--- src/rtl/fir_hist_axi_bridge_if.sv ---
`default_nettype none
// ============================================================================
// Module   : fir_hist_axi_bridge_if
// Purpose  : AXI4-Lite signal bundle between the PS interconnect (master)
//            and fir_hist_axi_bridge (slave). There is no clock or reset in
//            the bundle; both stay plain ports of the bridge.
// Signals  : write address s_aw*, write data s_w*, write response s_b*,
//            read address s_ar*, read data s_r*.
// Revision : 1.0 - initial release
// ============================================================================
interface fir_hist_axi_bridge_if;
  logic [7:0]  s_awaddr;
  logic        s_awvalid;
  logic        s_awready;
  logic [31:0] s_wdata;
  logic        s_wvalid;
  logic        s_wready;
  logic [1:0]  s_bresp;
  logic        s_bvalid;
  logic        s_bready;
  logic [7:0]  s_araddr;
  logic        s_arvalid;
  logic        s_arready;
  logic [31:0] s_rdata;
  logic [1:0]  s_rresp;
  logic        s_rvalid;
  logic        s_rready;

  modport slave (
    input  s_awaddr, s_awvalid, s_wdata, s_wvalid, s_bready,
    input  s_araddr, s_arvalid, s_rready,
    output s_awready, s_wready, s_bresp, s_bvalid,
    output s_arready, s_rdata, s_rresp, s_rvalid
  );

  modport master (
    output s_awaddr, s_awvalid, s_wdata, s_wvalid, s_bready,
    output s_araddr, s_arvalid, s_rready,
    input  s_awready, s_wready, s_bresp, s_bvalid,
    input  s_arready, s_rdata, s_rresp, s_rvalid
  );
endinterface
`default_nettype wire

--- src/rtl/fir_hist_axi_bridge.sv ---
`default_nettype none
// ============================================================================
// Module   : fir_hist_axi_bridge
// Purpose  : AXI4-Lite slave that turns coefficient writes and histogram-bin
//            reads into level strobes toward the pixel domain and waits for
//            the matching ack toggle (synchronised here), answering OKAY, or
//            SLVERR on timeout or an unmapped address.
// Ports    : clk, rst        - AXI clock, async active-high reset
//            axi (slave)     - AXI4-Lite channels
//            fir_addr_o      - latched write address
//            fir_coeff_o     - latched write data
//            wr_strobe_o     - write request level, wr_ack_i its ack toggle
//            rd_strobe_o     - read request level, rd_ack_i its ack toggle
//            hist_bin_i      - histogram bin, valid once rd_ack_i toggles
// Map      : W 0x00-0x17 coefficient, R 0x40 next hist bin, R 0x44 status
//            {14'b0, wr_strobe, rd_strobe, timeout_count[15:0]}
// Revision : 1.0 - initial release
// ============================================================================
module fir_hist_axi_bridge #(
  parameter int TIMEOUT_CYCLES    = 65535,
  parameter int STROBE_LOW_CYCLES = 4
) (
  input  logic                        clk,
  input  logic                        rst,
  fir_hist_axi_bridge_if.slave        axi,
  output logic [7:0]                  fir_addr_o,
  output logic [31:0]                 fir_coeff_o,
  output logic                        wr_strobe_o,
  input  logic                        wr_ack_i,
  output logic                        rd_strobe_o,
  input  logic                        rd_ack_i,
  input  logic [31:0]                 hist_bin_i
);
  localparam logic [1:0]  RESP_OKAY    = 2'b00;
  localparam logic [1:0]  RESP_SLVERR  = 2'b10;
  localparam logic [15:0] TIMEOUT_LAST = 16'(TIMEOUT_CYCLES - 1);
  localparam logic [15:0] COOL_LAST    = 16'(STROBE_LOW_CYCLES - 1);
  localparam logic [7:0]  FIR_LAST     = 8'h17;
  localparam logic [7:0]  HIST_ADDR    = 8'h40;
  localparam logic [7:0]  STATUS_ADDR  = 8'h44;

  typedef enum logic [2:0] {
    IDLE     = 3'd0,
    WR_REQ   = 3'd1,
    RD_REQ   = 3'd2,
    B_RESP   = 3'd3,
    R_RESP   = 3'd4,
    COOLDOWN = 3'd5
  } state_t;

  state_t      state, state_n;
  logic [2:0]  wr_sync, rd_sync;            // [0]=q1, [1]=q2, [2]=q3
  logic        wr_evt, rd_evt;
  logic [15:0] cnt, cnt_n;                  // REQ timeout / COOLDOWN length
  logic [15:0] to_count, to_count_n, to_inc;
  logic        wr_strobe_n, rd_strobe_n;
  logic [7:0]  fir_addr_n;
  logic [31:0] fir_coeff_n;
  logic        bvalid, bvalid_n, rvalid, rvalid_n;
  logic [1:0]  bresp, bresp_n, rresp, rresp_n;
  logic [31:0] rdata, rdata_n;
  logic        strobed, strobed_n;          // response belongs to a strobe txn
  logic        wr_accept, ar_accept;

  // Ack toggles: an event is any change seen between q2 and q3. Events are
  // only consumed in the matching REQ state; elsewhere they simply pass.
  always_ff @(posedge clk or posedge rst) begin
    if (rst) begin
      wr_sync <= 3'b000;
      rd_sync <= 3'b000;
    end else begin
      wr_sync <= {wr_sync[1:0], wr_ack_i};
      rd_sync <= {rd_sync[1:0], rd_ack_i};
    end
  end

  assign wr_evt = wr_sync[1] ^ wr_sync[2];
  assign rd_evt = rd_sync[1] ^ rd_sync[2];
  assign to_inc = (to_count == 16'hFFFF) ? to_count : to_count + 16'd1;

  always_comb begin
    state_n     = state;
    cnt_n       = cnt;
    to_count_n  = to_count;
    wr_strobe_n = wr_strobe_o;
    rd_strobe_n = rd_strobe_o;
    fir_addr_n  = fir_addr_o;
    fir_coeff_n = fir_coeff_o;
    bvalid_n    = bvalid;
    bresp_n     = bresp;
    rvalid_n    = rvalid;
    rresp_n     = rresp;
    rdata_n     = rdata;
    strobed_n   = strobed;
    wr_accept   = 1'b0;
    ar_accept   = 1'b0;
    case (state)
      IDLE: begin
        // A write needs both address and data; it wins over a pending read.
        if (axi.s_awvalid && axi.s_wvalid) begin
          wr_accept   = 1'b1;
          fir_addr_n  = axi.s_awaddr;
          fir_coeff_n = axi.s_wdata;
          cnt_n       = 16'd0;
          if (axi.s_awaddr <= FIR_LAST) begin
            state_n     = WR_REQ;
            wr_strobe_n = 1'b1;
          end else begin
            state_n   = B_RESP;
            bvalid_n  = 1'b1;
            bresp_n   = RESP_SLVERR;
            strobed_n = 1'b0;
          end
        end else if (axi.s_arvalid) begin
          ar_accept = 1'b1;
          cnt_n     = 16'd0;
          if (axi.s_araddr == HIST_ADDR) begin
            state_n     = RD_REQ;
            rd_strobe_n = 1'b1;
          end else begin
            state_n   = R_RESP;
            rvalid_n  = 1'b1;
            strobed_n = 1'b0;
            if (axi.s_araddr == STATUS_ADDR) begin
              rresp_n = RESP_OKAY;
              rdata_n = {14'd0, wr_strobe_o, rd_strobe_o, to_count};
            end else begin
              rresp_n = RESP_SLVERR;
              rdata_n = 32'd0;
            end
          end
        end
      end
      WR_REQ: begin
        if (wr_evt) begin
          state_n     = B_RESP;
          wr_strobe_n = 1'b0;
          bvalid_n    = 1'b1;
          bresp_n     = RESP_OKAY;
          strobed_n   = 1'b1;
        end else if (cnt == TIMEOUT_LAST) begin
          state_n     = B_RESP;
          wr_strobe_n = 1'b0;
          bvalid_n    = 1'b1;
          bresp_n     = RESP_SLVERR;
          strobed_n   = 1'b1;
          to_count_n  = to_inc;
        end else begin
          cnt_n = cnt + 16'd1;
        end
      end
      RD_REQ: begin
        if (rd_evt) begin
          state_n     = R_RESP;
          rd_strobe_n = 1'b0;
          rvalid_n    = 1'b1;
          rresp_n     = RESP_OKAY;
          rdata_n     = hist_bin_i;
          strobed_n   = 1'b1;
        end else if (cnt == TIMEOUT_LAST) begin
          state_n     = R_RESP;
          rd_strobe_n = 1'b0;
          rvalid_n    = 1'b1;
          rresp_n     = RESP_SLVERR;
          rdata_n     = 32'd0;
          strobed_n   = 1'b1;
          to_count_n  = to_inc;
        end else begin
          cnt_n = cnt + 16'd1;
        end
      end
      B_RESP: begin
        if (axi.s_bready) begin
          bvalid_n = 1'b0;
          cnt_n    = 16'd0;
          state_n  = strobed ? COOLDOWN : IDLE;
        end
      end
      R_RESP: begin
        if (axi.s_rready) begin
          rvalid_n = 1'b0;
          cnt_n    = 16'd0;
          state_n  = strobed ? COOLDOWN : IDLE;
        end
      end
      COOLDOWN: begin
        // Guarantees the far end sees a low strobe before the next rise.
        if (cnt == COOL_LAST) state_n = IDLE;
        else                  cnt_n   = cnt + 16'd1;
      end
      default: state_n = IDLE;
    endcase
  end

  always_ff @(posedge clk or posedge rst) begin
    if (rst) begin
      state       <= IDLE;
      cnt         <= 16'd0;
      to_count    <= 16'd0;
      wr_strobe_o <= 1'b0;
      rd_strobe_o <= 1'b0;
      fir_addr_o  <= 8'd0;
      fir_coeff_o <= 32'd0;
      bvalid      <= 1'b0;
      bresp       <= RESP_OKAY;
      rvalid      <= 1'b0;
      rresp       <= RESP_OKAY;
      rdata       <= 32'd0;
      strobed     <= 1'b0;
    end else begin
      state       <= state_n;
      cnt         <= cnt_n;
      to_count    <= to_count_n;
      wr_strobe_o <= wr_strobe_n;
      rd_strobe_o <= rd_strobe_n;
      fir_addr_o  <= fir_addr_n;
      fir_coeff_o <= fir_coeff_n;
      bvalid      <= bvalid_n;
      bresp       <= bresp_n;
      rvalid      <= rvalid_n;
      rresp       <= rresp_n;
      rdata       <= rdata_n;
      strobed     <= strobed_n;
    end
  end

  assign axi.s_awready = wr_accept;
  assign axi.s_wready  = wr_accept;
  assign axi.s_arready = ar_accept;
  assign axi.s_bvalid  = bvalid;
  assign axi.s_bresp   = bresp;
  assign axi.s_rvalid  = rvalid;
  assign axi.s_rresp   = rresp;
  assign axi.s_rdata   = rdata;
endmodule
`default_nettype wire

--- src/flat_wrapper.sv ---
// flat-port wrapper written by rule: the top's interface ports become plain ports
module fir_hist_axi_bridge_flat 
#(
  parameter int TIMEOUT_CYCLES    = 65535,
  parameter int STROBE_LOW_CYCLES = 4
)
  (clk, rst, fir_addr_o, fir_coeff_o, wr_strobe_o, wr_ack_i, rd_strobe_o, rd_ack_i, hist_bin_i, axi_s_awaddr, axi_s_awvalid, axi_s_wdata, axi_s_wvalid, axi_s_bready, axi_s_araddr, axi_s_arvalid, axi_s_rready, axi_s_awready, axi_s_wready, axi_s_bresp, axi_s_bvalid, axi_s_arready, axi_s_rdata, axi_s_rresp, axi_s_rvalid);
  fir_hist_axi_bridge_if axi_i ();
  input  logic clk;
  input  logic rst;
  output logic [7:0] fir_addr_o;
  output logic [31:0] fir_coeff_o;
  output logic wr_strobe_o;
  input  logic wr_ack_i;
  output logic rd_strobe_o;
  input  logic rd_ack_i;
  input  logic [31:0] hist_bin_i;
  input wire logic [$bits(axi_i.s_awaddr)-1:0] axi_s_awaddr;
  input wire logic [$bits(axi_i.s_awvalid)-1:0] axi_s_awvalid;
  input wire logic [$bits(axi_i.s_wdata)-1:0] axi_s_wdata;
  input wire logic [$bits(axi_i.s_wvalid)-1:0] axi_s_wvalid;
  input wire logic [$bits(axi_i.s_bready)-1:0] axi_s_bready;
  input wire logic [$bits(axi_i.s_araddr)-1:0] axi_s_araddr;
  input wire logic [$bits(axi_i.s_arvalid)-1:0] axi_s_arvalid;
  input wire logic [$bits(axi_i.s_rready)-1:0] axi_s_rready;
  output wire logic [$bits(axi_i.s_awready)-1:0] axi_s_awready;
  output wire logic [$bits(axi_i.s_wready)-1:0] axi_s_wready;
  output wire logic [$bits(axi_i.s_bresp)-1:0] axi_s_bresp;
  output wire logic [$bits(axi_i.s_bvalid)-1:0] axi_s_bvalid;
  output wire logic [$bits(axi_i.s_arready)-1:0] axi_s_arready;
  output wire logic [$bits(axi_i.s_rdata)-1:0] axi_s_rdata;
  output wire logic [$bits(axi_i.s_rresp)-1:0] axi_s_rresp;
  output wire logic [$bits(axi_i.s_rvalid)-1:0] axi_s_rvalid;
  assign axi_i.s_awaddr = axi_s_awaddr;
  assign axi_i.s_awvalid = axi_s_awvalid;
  assign axi_i.s_wdata = axi_s_wdata;
  assign axi_i.s_wvalid = axi_s_wvalid;
  assign axi_i.s_bready = axi_s_bready;
  assign axi_i.s_araddr = axi_s_araddr;
  assign axi_i.s_arvalid = axi_s_arvalid;
  assign axi_i.s_rready = axi_s_rready;
  assign axi_s_awready = axi_i.s_awready;
  assign axi_s_wready = axi_i.s_wready;
  assign axi_s_bresp = axi_i.s_bresp;
  assign axi_s_bvalid = axi_i.s_bvalid;
  assign axi_s_arready = axi_i.s_arready;
  assign axi_s_rdata = axi_i.s_rdata;
  assign axi_s_rresp = axi_i.s_rresp;
  assign axi_s_rvalid = axi_i.s_rvalid;
  fir_hist_axi_bridge #(.TIMEOUT_CYCLES(TIMEOUT_CYCLES), .STROBE_LOW_CYCLES(STROBE_LOW_CYCLES)) u_core (.clk(clk), .rst(rst), .axi(axi_i), .fir_addr_o(fir_addr_o), .fir_coeff_o(fir_coeff_o), .wr_strobe_o(wr_strobe_o), .wr_ack_i(wr_ack_i), .rd_strobe_o(rd_strobe_o), .rd_ack_i(rd_ack_i), .hist_bin_i(hist_bin_i));
endmodule
--- config.mk ---
export PLATFORM = sky130hd
export DESIGN_NAME = fir_hist_axi_bridge_flat
export DESIGN_NICKNAME = d
export VERILOG_FILES = /design/src/rtl/fir_hist_axi_bridge_if.sv /design/src/rtl/fir_hist_axi_bridge.sv /design/src/flat_wrapper.sv
export SDC_FILE = /design/constraint.sdc
export NUM_CORES = 1
export LEC_CHECK = 0
export BUFFER_PORTS_ARGS = -buffer_cell sky130_fd_sc_hd__buf_2
export CAP_MARGIN = 20
export CORE_AREA = 2 2 113 115
export DETAILED_ROUTE_END_ITERATION = 7
export DIE_AREA = 0 0 115 117
export PLACE_DENSITY_LB_ADDON = 0.3
export SYNTH_ARGS = -nofsm -noshare
export SYNTH_HDL_FRONTEND = slang
export SYNTH_SLANG_ARGS = --single-unit
export TNS_END_PERCENT = 20
--- constraint.sdc ---
create_clock -name clk -period 6.2 [get_ports clk]
set_clock_uncertainty 0.2 [all_clocks]
set_input_delay 0.31 -clock clk [delete_from_list [all_inputs] [get_ports clk]]
set_output_delay 0.31 -clock clk [all_outputs]
set_load 0.01 [all_outputs]
# Word-level counts from Yosys, hierarchy flattened
# Cells that the tools add are included.
# op_classes
n_addsub	2
multipliers	0
div	0
n_lt_le_gt_ge	1
eq_ne	28
shift	0
muxes	80
n_bitwise	2
n_reduce_logical	20
# op_table
operator	count
16-bit 2-to-1 mux	12
32-bit 2-to-1 mux	5
16-bit case mux with 6 select lines	1
32-bit case mux with 2 select lines	1
3-bit 2-to-1 mux	11
16-bit by 1-bit adder with 16-bit output, second input constant	2
16-bit equality test, second input constant	2
16-bit case mux with 2 select lines	1
1-bit 2-to-1 mux	30
2-bit 2-to-1 mux	10
18-bit 2-to-1 mux	1
2-bit inequality test, second input constant	9
3-bit case mux with 6 select lines	1
16-bit by 2-bit equality test with 1-bit output, second input constant	1
8-bit by 7-bit equality test with 1-bit output, second input constant	2
5-bit AND reduction	3
4-bit AND reduction	3
6-bit AND reduction	2
1-bit case mux with 3 select lines	3
3-bit nonzero test	3
8-bit by 5-bit less-or-equal comparator with 1-bit output, second input constant	1
2-bit by 1-bit inequality test with 1-bit output, second input constant	4
2-bit case mux with 2 select lines	2
7-bit AND reduction	1
14 further kinds	22
# totals
ff_bits	122
latch_bits	0
ramBits	0
mem_bits_ro	0
in_bits	89
word_cells	148
n_memories	0

# Longest topological paths before layout
# depth
word_depth	6
ltp_mapped	10
mapped_depth_nobuf	8

# Least setup slack after synthesis
# Ideal clock, no wire load.
# synth_timing
kind	register to register
startpoint	register u_core.cnt[0]
endpoint	register u_core.to_count[1]
setup_time_ns	0.125
arrival_ns	2.192
t_required_ns	5.875
setup_slack_ns	3.683
stages_incl_launch_ff	8
path_buffers	0
path_cell_list	dfrtp_1 inv_1 ha_1 nand4_1 nor4_4 or4b_4 nor2_1 mux2_2
# synth_via
elab_chain_len	4
word_cells_on_any_way	5
classes_between	1 x eq/ne; 4 x mux
# synth_lines
element	line_no	rtl
start, declared	fir_hist_axi_bridge.sv:54	logic [15:0] cnt, cnt_n;
start signal, assigned	fir_hist_axi_bridge.sv:212	cnt <= cnt_n;
16-bit equality test *	fir_hist_axi_bridge.sv:141, fir_hist_axi_bridge.sv:160	
16-bit 2-to-1 mux *	-	
16-bit 2-to-1 mux, on equally long branches	-	
16-bit case mux with 2 select lines *	-	
end signal, assigned	fir_hist_axi_bridge.sv:213	to_count <= to_count_n;
end, declared	fir_hist_axi_bridge.sv:55	logic [15:0] to_count, to_count_n, to_inc;
# Mark *: on every way between the ends. The rest lies on a longest branch, timed or not. The select of a mux whose other input is x is not followed.
# A chain may end at the register's enable or synchronous reset.

# Worst setup path in the final report
# layout_timing
startpoint	register u_core.state[2]
endpoint	register u_core.cnt[6]
# layout_via
elab_chain_len	3
word_cells_on_any_way	15
classes_between	11 x eq/ne; 1 x mux; 3 x reduce/logical
# layout_lines
element	line_no	rtl
start, declared	fir_hist_axi_bridge.sv:51	state_t state, state_n;
start signal, assigned	fir_hist_axi_bridge.sv:211	state <= state_n;
3-bit by 1-bit equality test with 1-bit output (tied with other cells)	fir_hist_axi_bridge.sv:97	case (state)
6-bit nonzero test (no source line) (tied with other cells)	-	
7-bit AND reduction (no source line)	-	
# Several ways; a longest one is shown, not always the timed one.

==> results.txt <==
- The final hold violation count was 0.
* Post-Syn Area per Cell: 9.55 sq um
- Die H: 117 microns
* Sequential area share after synthesis: 0.549
- Layout overhead on the synthesized area: 38.5%
- For this block, the initial DRC count from the detailed router was 607.
- Top cell type's share of synthesized area: 0.549
- After clock tree synthesis, the clock-pin slew on the worst setup and hold paths is 0.05 ns.
- Synthesis inferred 120 register bits.
* Antenna violations before repair: 0
- At the placement stage, the worst setup path has a slack of 2.80 ns.
- Switching part of the total: 0.346
- Number of library cell types mapped by synthesis: 62
- After detailed routing, the average wire length per cell comes to 15.4 microns.
- HPWL Detailed: 9420 microns
- Outcome: finished clean
- Of all nets on the critical path, the largest fanout is 20.
* Cell area after placement: 6390 sq um
* Biggest area consumer among synthesized cells: sky130_fd_sc_hd__dfrtp_1
- The total overflow left after global routing is 0.
* Mapped cell area: 5470 sq um
- Static Leakage: 3.76 nW
- Number of fill cells: 996
* I/O pin count: 172
- Count of max-cap constraint violations: 0
- The worst setup path is launched from a register.
* Part of the total power dissipated in sequential elements: 0.376
- The die covers 13,500 sq um.
- Die Width: 115 microns
* Cell-internal power: 1.99 mW
* GRT Overall Usage: 0.214
* Most frequent cells in the layout: 169 x sky130_fd_sc_hd__buf_2, 165 x sky130_fd_sc_hd__nand2_1, 120 x sky130_fd_sc_hd__dfrtp_1
- Sorting the synthesized cells by area gives the leading types as sky130_fd_sc_hd__dfrtp_1 55%, sky130_fd_sc_hd__nand2_1 11%, sky130_fd_sc_hd__o21ai_0 3.7%.
* Yosys warning total: 0
- In the final layout, the share of cells above drive strength 1 is 0.276.
* Slew @ Worst Pin: 1.06 ns
- Vias in the first global route: 4,611
- PortBufs: 169
- Required time at the endpoint of the critical path: 6.30 ns
- Setup TNS after final layout: 0 ns
* Number of instances in the synthesized netlist: 573
- DRC violations left: 0
- Of the total power, the clock network draws 0.328.
- Comb power frac: 0.296
- Standard-cell row count: 41
- In this run the power density over the cells is 401 nW/um^2.
* Count of vias placed by the detailed router: 5,047
- The slowest stage of the critical path belongs to the cell sky130_fd_sc_hd__dfrtp_1.
- Normalized max-slew margin: 0.290
- Ys flop type: sky130_fd_sc_hd__dfrtp_1
- The final layout contains routed wiring with a total length of 14,700 microns.
- Crit path DAT: 3.52 ns
* Total power: 3.04 mW
* Count of pins over their slew limit: 0
- TritonCTS built the clock tree.
* Final Wtd Congestion: 0.857
* Classification of the worst setup path: register to register
- Share of the cycle needed by the critical path after routing: 0.552
- Class of the most critical hold timing path: input pin to register
- Worst Slack Setup Final: 2.78 ns
- Critical path buffer and inverter count: 1
- Pin count of the biggest net entering global routing: 62
- Global-route wire length before repair: 22,600 microns
- Antenna Diode Count: 0
- The longest clock path from root to sink contains 2 buffers.
* Cell-by-cell listing of the critical path: inv_1 > and3_4 > a221oi_1 > nand4b_1 > or2_1 > o41ai_1
- For this run, the share of the core covered by cells in the final layout is 0.615.
- STA classifies the critical path endpoint as a register.
* Net Sw Power: 1.05 mW
- Max incr delay on CP: 0.74 ns
* Starting Density: 0.444
* Cell class contributing the biggest share of worst-path delay: simple AND/OR/NAND/NOR gates
* Most common cell after layout, fill and taps aside: sky130_fd_sc_hd__buf_2
* Pre-antenna DRT Iters: 5
- The clock reaches the later pin of the worst-skew pair after 0.42 ns.
- Routed via count divided by cell count: 5.29
- Number of enable-type register cells in the synthesized netlist: 0
- Total clock sinks: 120
- Htree depth: 4
- Post-CTS Setup Repair Bufs: 0
- IR Drop Worst-Case VDD: 0.244 mV
- Max frequency: 292 MHz
- The final layout contains 883 nets.
* Async SR Flop Fraction: 1.00
* Post-route cell area: 7570 sq um
- Clock tree synthesis inserted a total of 17 buffers.
* Root buffer selected by CTS: sky130_fd_sc_hd__clkbuf_16
* Core Region: 12,300 sq um
- Shortest clock period the worst path allows after layout: 3.42 ns
- Once detail routing completed, the nets flagged for antenna violations numbered 0.
- Setup violations remaining at the end of the flow were counted as 0.
* Unrepaired setup endpoints after global routing: no
[synth_stat cells, drive strengths merged, types with 2 or more instances]
master	instances
and4	2
nor2b	6
or4	2
nand2	165
and2	2
nand4	9
nand3	19
nor3	11
o21ai	41
o31ai	10
nor3b	2
ha	3
or4b	3
nor4	9
nor2	23
or3	2
a31oi	7
xor2	3
o41ai	4
buf	13
a22oi	18
xnor2	15
a21oi	14
dfrtp	120
nand2b	4
clkbuf	22
inv	6
and3	4
o211ai	3
a22o	14
[power by group through the flow]
stage,Combinational (mW),Clock (mW),Sequential (mW)
after floorplan,0.502,0,1.19
after global placement,0.846,0,1.13
after detailed placement,0.865,0,1.14
after CTS,0.898,1.01,1.13
after global routing,1.00,1.06,1.17
final,0.898,0.997,1.14
[stage by stage]
step	std cells	hold slack, ns
global route	954	0.0248
CTS	954	0.00456
detailed placement	864	0.142
global placement	863	0.137
finish	954	0.0119
floorplan	574	0.131
[cell families after synthesis]
family	Yosys count	share of synthesized area
compound gates	119	0.142
xor+xnor	18	0.0288
fa+ha+maj	3	0.00686
buf+inv	41	0.0364
flops	120	0.549
mux	2	0.00389
other cells	1	0.000686
simple gates	269	0.232
[layout make-up]
class                   count  area [sq um]  area share
clock inverters            13           153      0.0202
inverters                   6          25.0     0.00330
repair buffers            233          1480       0.195
well taps                 150           188      0.0248
flip-flops and latches    120          3000       0.396
clock buffers              19           453      0.0598
multi-input cells         413          2280       0.301
[sequential cells by signal, indices dropped and copies added, names as in the netlist]
register / count
u_core.rd_sync: 3
u_core.to_count: 16
u_core.axi.s_rdata: 32
u_core.state: 3
u_core.axi.s_rvalid: 1
u_core.fir_coeff_o: 32
u_core.axi.s_bresp: 1
u_core.wr_strobe_o: 1
u_core.axi.s_bvalid: 1
u_core.fir_addr_o: 8
u_core.strobed: 1
u_core.rd_strobe_o: 1
u_core.axi.s_rresp: 1
u_core.wr_sync: 3
u_core.cnt: 16
[metal layers]
metal | track usage | part of all wire
met4 | 0.0924 | 0.025
met5 | 0 | 0
met3 | 0.0484 | 0.059
met2 | 0.334 | 0.48
met1 | 0.290 | 0.43
[worst register-to-register path: cells and delay by family (launching register included)]
family	cells	cell delay, ns
AND/OR/NAND/NOR	3	1.50
flip-flops	1	0.74
AO/OA/AOI/OAI	2	0.58
buffers and inverters	1	0.30
[worst paths after layout]
check	start	to	slack, ns	depth (start not counted)
min in group asynchronous	rst	u_core.fir_coeff_o[18]	0.38	3
setup reg to reg	u_core.state[2]	u_core.cnt[6]	2.78	6
setup / recovery	u_core.state[2]	u_core.cnt[6]	2.78	6
hold reg to reg	u_core.wr_sync[0]	u_core.wr_sync[1]	0.15	0
max in group asynchronous	rst	u_core.axi.s_rresp[1]	4.14	4
hold / removal	hist_bin_i[10]	u_core.axi.s_rdata[10]	0.01	3
[repair_timing]
action                    CTS  global route
hold endpoints to repair  116             0
resized for setup           0             0
hold buffers               58             0
(Power assumes the default switching activity.)
